### src/rtl/cpu_pkg.sv
// Shared opcode constants, sequencer state encoding and IR field helpers.
// Latency: none (declarations only).
// Backpressure: n/a.
package cpu_pkg;

    localparam logic [2:0] OP_MOV  = 3'b110;
    localparam logic [2:0] OP_ALU  = 3'b101;
    localparam logic [2:0] OP_HALT = 3'b111;

    typedef enum logic [2:0] {
        ST_IDLE,
        ST_FETCH,
        ST_LOAD,
        ST_READY,
        ST_START,
        ST_EXEC,
        ST_NEXT,
        ST_HALT
    } seq_state_e;

    function automatic logic [2:0] opcode_of(input logic [15:0] word);
        return word[15:13];
    endfunction

    function automatic logic [1:0] op_of(input logic [15:0] word);
        return word[12:11];
    endfunction

endpackage

### src/rtl/instr_sequencer.sv
// Fetches instructions into the IR and issues each one to the controller over the s/w handshake.
// Latency: run high in IDLE with w=1 gives s=1 four edges later; at least 6 cycles per instruction.
// Backpressure: holds in READY while w=0 and in EXEC until w returns to 1; START gives up after TIMEOUT cycles.
module instr_sequencer
    import cpu_pkg::*;
#(
    parameter int PC_W    = 8,
    parameter int TIMEOUT = 64
) (
    input  logic            clk,
    input  logic            reset,
    input  logic            run,
    output logic            mem_rd,
    output logic [PC_W-1:0] mem_addr,
    input  logic [15:0]     mem_rdata,
    output logic            s,
    input  logic            w,
    output logic [15:0]     instr,
    output logic [2:0]      opcode,
    output logic [1:0]      op,
    output logic [PC_W-1:0] pc,
    output logic [15:0]     retired,
    output logic            halted,
    output logic            err
);

    localparam int CNT_W = $clog2(TIMEOUT + 1);

    seq_state_e      state_q, state_d;
    logic [PC_W-1:0] pc_q, pc_d;
    logic [15:0]     ir_q, ir_d;
    logic [15:0]     retired_q, retired_d;
    logic            halted_q, halted_d;
    logic            err_q, err_d;
    logic [CNT_W-1:0] cnt_q, cnt_d;

    // State and architectural registers; reset aborts any instruction in flight.
    always_ff @(posedge clk or negedge reset) begin
        if (!reset) begin
            state_q   <= ST_IDLE;
            pc_q      <= '0;
            ir_q      <= '0;
            retired_q <= '0;
            halted_q  <= 1'b0;
            err_q     <= 1'b0;
            cnt_q     <= '0;
        end else begin
            state_q   <= state_d;
            pc_q      <= pc_d;
            ir_q      <= ir_d;
            retired_q <= retired_d;
            halted_q  <= halted_d;
            err_q     <= err_d;
            cnt_q     <= cnt_d;
        end
    end

    // Next-state logic: fetch, load, handshake with the controller, then retire.
    always_comb begin
        state_d   = state_q;
        pc_d      = pc_q;
        ir_d      = ir_q;
        retired_d = retired_q;
        halted_d  = halted_q;
        err_d     = err_q;
        cnt_d     = cnt_q;
        case (state_q)
            ST_IDLE: begin
                if (run && !halted_q && !err_q) state_d = ST_FETCH;
            end
            ST_FETCH: state_d = ST_LOAD;
            ST_LOAD: begin
                ir_d    = mem_rdata;
                state_d = (opcode_of(mem_rdata) == OP_HALT) ? ST_HALT : ST_READY;
            end
            ST_READY: begin
                if (w) state_d = ST_START;
            end
            ST_START: begin
                // The counter holds the number of START cycles already spent,
                // so s stays high for exactly TIMEOUT cycles before giving up.
                if (!w) begin
                    state_d = ST_EXEC;
                    cnt_d   = '0;
                end else if (cnt_q == CNT_W'(TIMEOUT - 1)) begin
                    err_d   = 1'b1;
                    cnt_d   = '0;
                    state_d = ST_IDLE;
                end else begin
                    cnt_d = cnt_q + 1'b1;
                end
            end
            ST_EXEC: begin
                if (w) state_d = ST_NEXT;
            end
            ST_NEXT: begin
                pc_d      = pc_q + 1'b1;
                retired_d = (retired_q == 16'hFFFF) ? retired_q : retired_q + 16'd1;
                state_d   = run ? ST_FETCH : ST_IDLE;
            end
            ST_HALT: begin
                halted_d = 1'b1;
                state_d  = ST_IDLE;
            end
            default: state_d = ST_IDLE;
        endcase
    end

    assign mem_rd   = (state_q == ST_FETCH);
    assign mem_addr = pc_q;
    assign s        = (state_q == ST_START);
    assign instr    = ir_q;
    assign opcode   = opcode_of(ir_q);
    assign op       = op_of(ir_q);
    assign pc       = pc_q;
    assign retired  = retired_q;
    assign halted   = halted_q;
    assign err      = err_q;

endmodule

### config.mk
export PLATFORM = sky130hd
export DESIGN_NAME = instr_sequencer
export DESIGN_NICKNAME = d
export VERILOG_FILES = /design/src/rtl/cpu_pkg.sv /design/src/rtl/instr_sequencer.sv
export SDC_FILE = /design/constraint.sdc
export NUM_CORES = 1
export LEC_CHECK = 0
export ABC_AREA = 1
export CAP_MARGIN = 30
export CORE_MARGIN = 2
export CORE_UTILIZATION = 45
export CTS_CLUSTER_DIAMETER = 40
export DETAILED_ROUTE_END_ITERATION = 8
export PLACE_DENSITY = 0.83
export SYNTH_ARGS = -nofsm -noshare
export SYNTH_HDL_FRONTEND = slang
export SYNTH_SLANG_ARGS = --single-unit
### constraint.sdc
create_clock -name clk -period 3.4 [get_ports clk]
set_input_delay 0.68 -clock clk [delete_from_list [all_inputs] [get_ports clk]]
set_output_delay 0.68 -clock clk [all_outputs]
set_load 0.02 [all_outputs]
# Word level (Yosys, flattened, before mapping)
# Index checks and enable logic that the tools add are counted.
# op_classes
bitwise_logic	1
n_reduce_logical	8
n_eq_ne	14
add_sub_neg	3
n_mux	10
# op_table
op	n
$pmux 3 s8	1
$mux 3	6
$add 16x1->16 const B	1
$eq 16x16->1 const B	1
$eq 3x3->1 const B	5
$mux 7	2
$add 8x1->8 const B	1
$add 7x1->7 const B	1
$eq 7x6->1 const B	1
$eq 3x2->1 const B	2
$ne 2x2->1 const B	3
$reduce_and 4->1	1
$eq 3x1->1 const B	1
$logic_not 3->1	1
$ne 3x2->1 const B	1
$reduce_and 3->1	1
$logic_and 1x1->1	2
$logic_not 1->1	2
$reduce_and 2->1	1
$mux 1	1
$not 1->1	1
# totals
output_inout_bits	57
regBits	52
inputBits	20

# Logic depth before layout (Yosys ltp)
# Gate-level depths: netlist (run 1).
# depth
ltp_word	5
depth_mapped	10
ltp_nobuf	9

# Worst setup path before layout (run 1)
# OpenSTA, ideal clock, no wires.
# synth_timing
kind	reg2reg
start	register retired_q[0], in the netlist retired[0]
end	register retired_q[5], in the netlist retired[5]
n_path_buf	1
path_stages_with_launch	10
arrival_time_ns	1.493
setup_ns	0.117
path_slack_ns	1.791
t_required_ns	3.283
cell_sequence	dfrtp_1 ha_1 nand3_2 inv_2 nand2_4 o21ai_2 nand2_2 buf_6 nand2_1 nand2_1
# synth_via
elab_chain_len	3
word_cells_on_any_way	4
classes_between	add/sub (1); eq/ne (1); bitwise (1); reduce/logical (1)
# synth_lines
item	line	rtl
start: declaration	instr_sequencer.sv:32	logic [15:0] retired_q, retired_d;
start signal: assignment	instr_sequencer.sv:51	retired_q <= retired_d;
branches (longest 3 deep; another with $add 16x1->16)	-	
# Parallel ways; which one is timed is not known.
# A chain may end at the register's enable or synchronous reset.

# Worst setup path in the final report (run 1)
# layout_timing
start	register state_q[1]
end	output port s
# layout_via
elab_chain_len	1
# layout_lines
item	line	rtl
start: declaration	instr_sequencer.sv:29	seq_state_e state_q, state_d;
start signal: assignment	instr_sequencer.sv:48	state_q <= state_d;
$eq 3x3->1	instr_sequencer.sv:111	assign s = (state_q == ST_START);
end: declaration	instr_sequencer.sv:16	output logic s,
# No other way between the ends.

==> results of run 1 <==
final cells by class:
cell class | instances | area share (%)
Multi-Input combinational cell | 247 | 33.2
Tap cell | 75 | 2.61
Clock buffer | 5 | 1.92
Inverter | 27 | 2.82
Timing Repair Buffer | 77 | 21.3
Sequential cell | 52 | 36.2
Clock inverter | 3 | 1.92
worst min-delay path, stage by stage, from the launching register on:
cell,delay (ns)
dfrtp_1,0.36
nand2_1,0.05
nand2_1,0.05
sequential cells by signal, indices dropped and copies added (netlist names):
name / count
cnt_q: 7
err: 1
halted: 1
instr: 16
mem_addr: 8
retired: 16
state_q: 3
report_power, final:
part | switching [mW] | internal, mW
clock network | 0.207 | 0.296
registers | 0.189 | 0.812
logic | 0.676 | 0.522
total | 1.07 | 1.63
cell usage after synthesis:
library cell | count | area [um^2]
nand2_4 | 2 | 22.5
dfrtp_1 | 52 | 1300
nand3_1 | 15 | 75.1
inv_1 | 21 | 78.8
nor3_2 | 2 | 20.0
nor2_2 | 3 | 18.8
o21ai_0 | 5 | 25.0
buf_2 | 1 | 5.00
ha_1 | 3 | 37.5
xor2_1 | 8 | 70.1
nand3_4 | 1 | 17.5
a211oi_1 | 1 | 7.51
buf_4 | 14 | 105
o31ai_1 | 2 | 15.0
o211ai_1 | 1 | 7.51
nand2_1 | 154 | 578
inv_2 | 6 | 22.5
nand4_1 | 8 | 50.1
nand2_2 | 2 | 12.5
o21ai_2 | 1 | 8.76
xnor2_1 | 9 | 78.8
nor2_1 | 24 | 90.1
o22ai_1 | 1 | 6.26
buf_6 | 2 | 22.5
a22o_1 | 1 | 8.76
nor2_4 | 2 | 22.5
nand3_2 | 2 | 20.0
final timing paths:
check	to	startpoint	slack, ns
worst max-delay path	s	state_q[1]$_DFFE_PN0P_	0.83
worst min-delay path	instr[1]$_DFFE_PN0P_	instr[1]$_DFFE_PN0P_	0.48
worst max register to register	retired[3]$_DFFE_PN0P_	retired[0]$_DFFE_PN0P_	1.72
worst min register to register	instr[1]$_DFFE_PN0P_	instr[1]$_DFFE_PN0P_	0.48
max in group asynchronous	cnt_q[4]$_DFFE_PN0N_	reset	2.19
min in group asynchronous	instr[5]$_DFFE_PN0P_	reset	0.49
metal layers:
metal	wire length, um	up-vias	global-route usage (%)
met2	3130	59	35.6
met1	2440	1093	22.6
met3	218	13	3.08
met4	159	0	7.50
li1	-	1195	-
met5	0	-	0
cell families after synthesis:
logic type	synth area share (%)
AND/OR/NAND/NOR	34.0
XOR/XNOR	5.46
buffers and inverters	8.58
adder cells (fa/ha/maj)	1.38
AO/OA/AOI/OAI	2.89
flip-flops	47.7
metrics by stage:
stage          setup WS (ns)  hold WS, ns
6_report               0.833        0.482
4_1_cts                0.834        0.489
3_5_place_dp            1.19        0.461
2_1_floorplan           1.79        0.384
3_3_place_gp            1.22        0.454
5_1_grt                0.728        0.510
==> results_dict.tcl, run 1 <==
set metrics [dict create \
    critPathLaunchType "flop" \
    fmax_ghz 0.390 \
    timing.final.crit_share_pct 75.5 \
    antenna_found_initial 0 \
    cts.sinks 52 \
    die_area_um2 6700 \
    setup_tns_ns 0 \
    nFillCells 492 \
    placedCellCount 478 \
    p_leak_nw 1.69 \
    drv_cap 0 \
    grt_use_total_pct 19.4 \
    grt_pass1_wl_um 10200 \
    path_delay_family "buffers and inverters" \
    crit_type "reg2out" \
    vias 2360 \
    die_x_um 81.9 \
    grt_max_degree 41 \
    rsz0062_at_grt "no" \
    io-pin-count 77 \
    drt_iter0_markers 119 \
    nets 433 \
    setup_viol 0 \
    worstPathRequired_ns 2.72 \
    clock_path_buffers 2 \
    detail_route.vias_per_cell 4.86 \
    area_delta_synth_final_pct 31.6 \
    cts_resized 0 \
    layout-drive-gt1-share_pct 7.54 \
    finClkSkew_ns 0.0142 \
    hold_viol 0 \
    hold_path.class "reg2reg" \
    mostFrequentLayoutCells "154 x nand2_1, 75 x clkdlybuf4s50_1, 52 x dfrtp_1" \
    numPortBuffers 76 \
    p_per_area_nw_per_um2 753 \
    drt_wl_total_um 5940 \
    cp.depth 4 \
    dpl_cell_area_um2 3450 \
    ant_nets 0 \
    arrival_ns 1.89 \
    dieHeight_um 81.9 \
    path_max_fanout 10 \
    netlist_area_um2 2730 \
    design_area_um2 3590 \
    end_kind "output pin" \
    n_antenna_cell 0 \
    worst_slew_pin_slew_ns 0.891 \
    rows 28 \
    place_hpwl_um 4450 \
    syn_area_per_cell_um2 7.95 \
    globalRoute.totalOverflow 0 \
    cts_tree "built" \
    clock_latency_ns 0.30 \
    ys_seq_elements 52 \
    cpPeakStageDelay_ns 0.61 \
    maxSlewViolCount 0 \
    yosysWarnings 0 \
    peakVddDrop_mv 0.491 \
    path_buf_inv 3 \
    drt_first_pass_iters 4 \
    core_um2 5890 \
    regArea_um2 1300 \
    syn_nets 366 \
    post_drt_wl_per_cell_um 12.2 \
    cp_slowest_cell "clkdlybuf4s50_1" \
    syn_inst 343 \
    place_congestion 0.865 \
    root_buffer "clkbuf_8" \
    finalCoreUtilization_pct 61.0 \
    reg2reg_depth 8 \
    p_total_mw 2.70 \
    crit_chain "inv_2 > nand3_2 > inv_1 > clkdlybuf4s50_1" \
    multi_input_area_um2 1190 \
    final_common_cell "nand2_1" \
    numCtsBuffers 5 \
    drc 0 \
    postCtsSetupBuffers 0 \
    clk_pin_slew_ns 0.10 \
    slew_headroom_pct 40.6 \
    holdPathStages 2 \
    layoutNonFillerInstCount 486 \
    initial_core_util_pct 46.3 \
    synthDistinctLibCells 27 \
    ys_seq_area_share_pct 47.7 \
    min_period_ns 2.57 \
    status "finished clean" \
    grt_pass1_vias 2311 \
    cts_hold_buffers 0 \
    cts_max_level 2 \
]
Power figures use the tool's default switching activity.
==> inputs of run 2 (changes only) <==
CORE_UTILIZATION = 43   (was 45)
clock period = 2.34 ns   (was 3.4 ns; I/O delays follow)
==> run 2 against run 1 <==
Worst setup slack worse by 0.70 ns. Register-to-register slack worse by 1.0 ns. Via count about the same. Cell count up 0.62%. Critical path type unchanged. Critical endpoint unchanged.
==> results_dict.tcl, run 2 (synthesis results as in run 1) <==
set metrics [dict create \
    grt_use_total_pct 17.0 \
    critPathCapture "s" \
    postCtsSetupBuffers 0 \
    cts_resized 0 \
    final_common_cell "nand2_1" \
    cp.depth 4 \
    hold_path.class "in2async" \
    grt_pass1_vias 2260 \
    grt_pass1_wl_um 9890 \
    placedCellCount 481 \
    rsz0062_at_grt "no" \
    die_area_um2 7000 \
    post_drt_wl_per_cell_um 11.5 \
    power_switching_mw 1.54 \
    peakVddDrop_mv 0.736 \
    timing.final.crit_share_pct 94.4 \
    mostFrequentLayoutCells "154 x nand2_1, 75 x clkdlybuf4s50_1, 52 x dfrtp_1" \
    drc 0 \
    layout-drive-gt1-share_pct 7.77 \
    worst_slew_pin_slew_ns 0.605 \
    antenna_found_initial 0 \
    path_delay_family "buffers and inverters" \
    area_delta_synth_final_pct 31.7 \
    clock_latency_ns 0.31 \
    rr_startpoint "retired[0]$_DFFE_PN0P_" \
    place_hpwl_um 4240 \
    setup_tns_ns 0 \
    crit_type "reg2out" \
    io-pin-count 77 \
    arrival_ns 1.74 \
    die_x_um 83.6 \
    drt_wl_total_um 5620 \
    numCtsBuffers 5 \
    critPathLaunchType "flop" \
    clkPwrFrac_pct 16.5 \
    crit_chain "inv_2 > nand3_2 > inv_1 > clkdlybuf4s50_1" \
    design_area_um2 3590 \
    worstReg2RegEnd "retired[15]$_DFFE_PN0P_" \
    path_max_fanout 5 \
    drt_iter0_markers 113 \
    cts_max_level 2 \
    min_period_ns 2.21 \
    cts_tree "built" \
    seqPwrFrac_pct 38.1 \
    cts_hold_buffers 0 \
    maxSlewViolCount 0 \
    rows 29 \
    end_kind "output pin" \
    status "finished clean" \
    detail_route.vias_per_cell 4.83 \
    setup_viol 0 \
    ant_nets 0 \
    numPortBuffers 76 \
    n_antenna_cell 0 \
    globalRoute.totalOverflow 0 \
    root_buffer "clkbuf_8" \
    reg2reg_depth 8 \
    p_per_area_nw_per_um2 1060 \
    p_sw_share_pct 40.4 \
    p_leak_nw 1.69 \
    dpl_cell_area_um2 3470 \
    path_buf_inv 3 \
    p_total_mw 3.80 \
    fmax_ghz 0.453 \
    clock_path_buffers 2 \
    finClkSkew_ns 0.0115 \
    clk_pin_slew_ns 0.10 \
    slew_headroom_pct 59.7 \
    cts.sinks 52 \
    drt_first_pass_iters 4 \
    hold_viol 0 \
    core_um2 6240 \
    cp_slowest_cell "clkdlybuf4s50_1" \
    initial_core_util_pct 43.7 \
    layoutNonFillerInstCount 489 \
    vias 2362 \
    crit_start "state_q[1]$_DFFE_PN0P_" \
    drv_cap 0 \
    grt_max_degree 29 \
    nFillCells 570 \
    cpPeakStageDelay_ns 0.61 \
    reg2reg_slack_ns 0.68 \
    dieHeight_um 83.6 \
    place_congestion 0.827 \
    p_comb_share_pct 45.5 \
    worstPathRequired_ns 1.87 \
    p_int_mw 2.27 \
    nets 434 \
    whs_ns 0.166 \
]
-- run 2: cell type report --
type / count / area, um^2 / share of cell area [%]
Timing Repair Buffer: 78 / 783 / 21.8
Clock buffer: 5 / 68.8 / 1.92
Clock inverter: 3 / 47.5 / 1.32
Tap cell: 77 / 96.3 / 2.68
Multi-Input combinational cell: 247 / 1190 / 33.2
Inverter: 27 / 101 / 2.82
Sequential cell: 52 / 1300 / 36.2
-- run 2: worst min path at each step --
| stage | from | end | slack, ns | cells after the start |
|---|---|---|---|---|
| final | reset | retired[8]$_DFFE_PN0P_ | 0.17 | 1 |
| after global placement | instr[5]$_DFFE_PN0P_ | instr[5]$_DFFE_PN0P_ | 0.45 | 2 |
| after floorplan | reset | cnt_q[0]$_DFFE_PN0N_ | 0.17 | 0 |
| after CTS | reset | cnt_q[5]$_DFFE_PN0N_ | 0.17 | 1 |
| after global routing | reset | retired[3]$_DFFE_PN0P_ | 0.19 | 1 |
| after detailed placement | instr[5]$_DFFE_PN0P_ | instr[5]$_DFFE_PN0P_ | 0.46 | 2 |
-- run 2: power by group through the flow --
stage	combinational, mW	clock, mW	sequential, mW
floorplan	0.863	0	1.67
global placement	1.71	0	1.45
detailed placement	1.75	0	1.46
CTS	1.75	0.655	1.45
global route	1.90	0.695	1.49
finish	1.73	0.627	1.45
-- run 2: layer usage --
layer	vias up	track usage, %	part of all wire, %
met5	-	0	0
met4	0	4.84	1.0
met3	6	4.55	6.0
met2	59	29.2	48
met1	1105	21.0	45
li1	1192	-	-
-- run 2: stage by stage --
stage	util (%)	setup WS, ns
floorplan	-	0.731
global placement	55.7	0.507
detailed placement	55.7	0.477
CTS	57.5	0.107
global route	57.5	0.0292
finish	57.5	0.130
==> inputs of run 3 (changes only) <==
ABC_CLOCK_PERIOD_IN_PS = 2340   (was default)
CAP_MARGIN = 20   (was 30)
REMOVE_ABC_BUFFERS = 1   (was default)
==> run 3 against run 2 <==
Register-to-register slack is essentially flat. Clock skew shrank 0.0026 ns. Count of clock-buffer cells in the layout is the same. Design area shrank 0.38%. Global-route usage shrank 0.12 points. Clock power shrank 3%. Critical path type unchanged. Highest routed layer unchanged.
==> results_dict.tcl, run 3 (synthesis results as in run 1) <==
set metrics [dict create \
    vias 2323 \
    grt_max_degree 29 \
    worstPathRequired_ns 1.87 \
    cts_tree "built" \
    drv_cap 0 \
    dieHeight_um 83.6 \
    drt_wl_total_um 5650 \
    end_kind "output pin" \
    p_leak_nw 1.68 \
    reg2reg_slack_ns 0.68 \
    whs_ns 0.156 \
    numCtsBuffers 5 \
    reg2reg_depth 8 \
    grt_use_total_pct 16.8 \
    layout-drive-gt1-share_pct 7.54 \
    fmax_ghz 0.460 \
    timing.final.crit_share_pct 92.8 \
    root_buffer "clkbuf_8" \
    nFillCells 567 \
    cts_hold_buffers 0 \
    grt_pass1_vias 2238 \
    rows 29 \
    path_max_fanout 5 \
    place_hpwl_um 4270 \
    critPathLaunchType "flop" \
    rsz0062_at_grt "no" \
    die_x_um 83.6 \
    area_delta_synth_final_pct 31.1 \
    slew_headroom_pct 60.7 \
    ant_nets 0 \
    cts.sinks 52 \
    finClkSkew_ns 0.00890 \
    clk_pin_slew_ns 0.09 \
    final_common_cell "nand2_1" \
    clock_path_buffers 2 \
    n_antenna_cell 0 \
    arrival_ns 1.70 \
    hold_path.class "in2async" \
    antenna_found_initial 0 \
    min_period_ns 2.17 \
    peakVddDrop_mv 0.610 \
    detail_route.vias_per_cell 4.76 \
    post_drt_wl_per_cell_um 11.6 \
    rr_startpoint "retired[0]$_DFFE_PN0P_" \
    mostFrequentLayoutCells "154 x nand2_1, 74 x clkdlybuf4s50_1, 52 x dfrtp_1" \
    numPortBuffers 76 \
    drt_first_pass_iters 4 \
    grt_pass1_wl_um 9730 \
    initial_core_util_pct 43.7 \
    status "finished clean" \
    drt_iter0_markers 104 \
    clock_latency_ns 0.30 \
    cts_max_level 2 \
    setup_viol 0 \
    crit_type "reg2out" \
    p_per_area_nw_per_um2 1060 \
    io-pin-count 77 \
    maxSlewViolCount 0 \
    hold_viol 0 \
    drc 0 \
    die_area_um2 7000 \
    setup_tns_ns 0 \
    globalRoute.totalOverflow 0 \
    nets 433 \
    worstReg2RegEnd "retired[9]$_DFFE_PN0P_" \
    place_congestion 0.828 \
    core_um2 6240 \
    worst_slew_pin_slew_ns 0.590 \
    finalCoreUtilization_pct 57.3 \
]
run 3: changes by cell type in the layout (fill, tap and decap cells not counted):
cell             change
dlygate4sd2_1        +1
clkdlybuf4s50_1      -1
buf_4                -1
clkinvlp_4           +1
clkinv_4             -2
clkinv_2             +1
run 3: critical path: stages (launching register included):
cell and delay, ns:
dfrtp_1 0.46, inv_2 0.14, nand2_1 0.09, nor2_1 0.09, clkdlybuf4s50_1 0.63
run 3: worst max path at each step:
stage / slack (ns) / cells after the start / start / to
6_report: 0.17 / 4 / state_q[1]$_DFFE_PN0P_ / mem_rd
2_1_floorplan: 0.77 / 8 / retired[0]$_DFFE_PN0P_ / retired[15]$_DFFE_PN0P_
5_1_grt: 0.06 / 4 / state_q[1]$_DFFE_PN0P_ / mem_rd
4_1_cts: 0.15 / 4 / state_q[1]$_DFFE_PN0P_ / mem_rd
3_5_place_dp: 0.34 / 4 / state_q[1]$_DFFE_PN0P_ / s
3_3_place_gp: 0.38 / 4 / state_q[1]$_DFFE_PN0P_ / s
run 3: repair_timing:
item	CTS	global route
resized for setup	1	0
setup endpoints to repair	1	0
buffers inserted	0	0
run 3: cell type report:
cell class                 count  area, um^2  area share, %
timing repair buffer          77         774           21.7
tap                           77        96.3           2.69
inverter                      27         101           2.83
multi-input combinational    247        1190           33.3
clock inverter                 3        42.5           1.19
sequential                    52        1300           36.4
clock buffer                   5        68.8           1.92
run 3: power by group:
group	total [mW]	internal, mW	switching (mW)
Clock	0.610	0.317	0.293
Sequential	1.45	1.18	0.272
Combinational	1.73	0.758	0.972
Total	3.79	2.26	1.54
run 3: stage by stage:
stage	area, um^2	power [mW]	std cells	setup WS [ns]
global placement	3470	3.15	480	0.384
floorplan	2590	2.41	326	0.768
finish	3580	3.79	488	0.167
CTS	3580	3.85	488	0.153
global route	3580	4.04	488	0.0562
detailed placement	3470	3.22	480	0.341
run 3: layer usage:
| metal | global-route usage, % | vias up | wire length (um) | part of all wire, % |
|---|---|---|---|---|
| li1 | - | 1184 | - | - |
| met1 | 19.9 | 1074 | 2400 | 43 |
| met2 | 30.9 | 61 | 2930 | 52 |
| met3 | 3.86 | 4 | 287 | 5.1 |
| met4 | 3.96 | 0 | 31 | 0.55 |
| met5 | 0 | - | 0 | 0 |
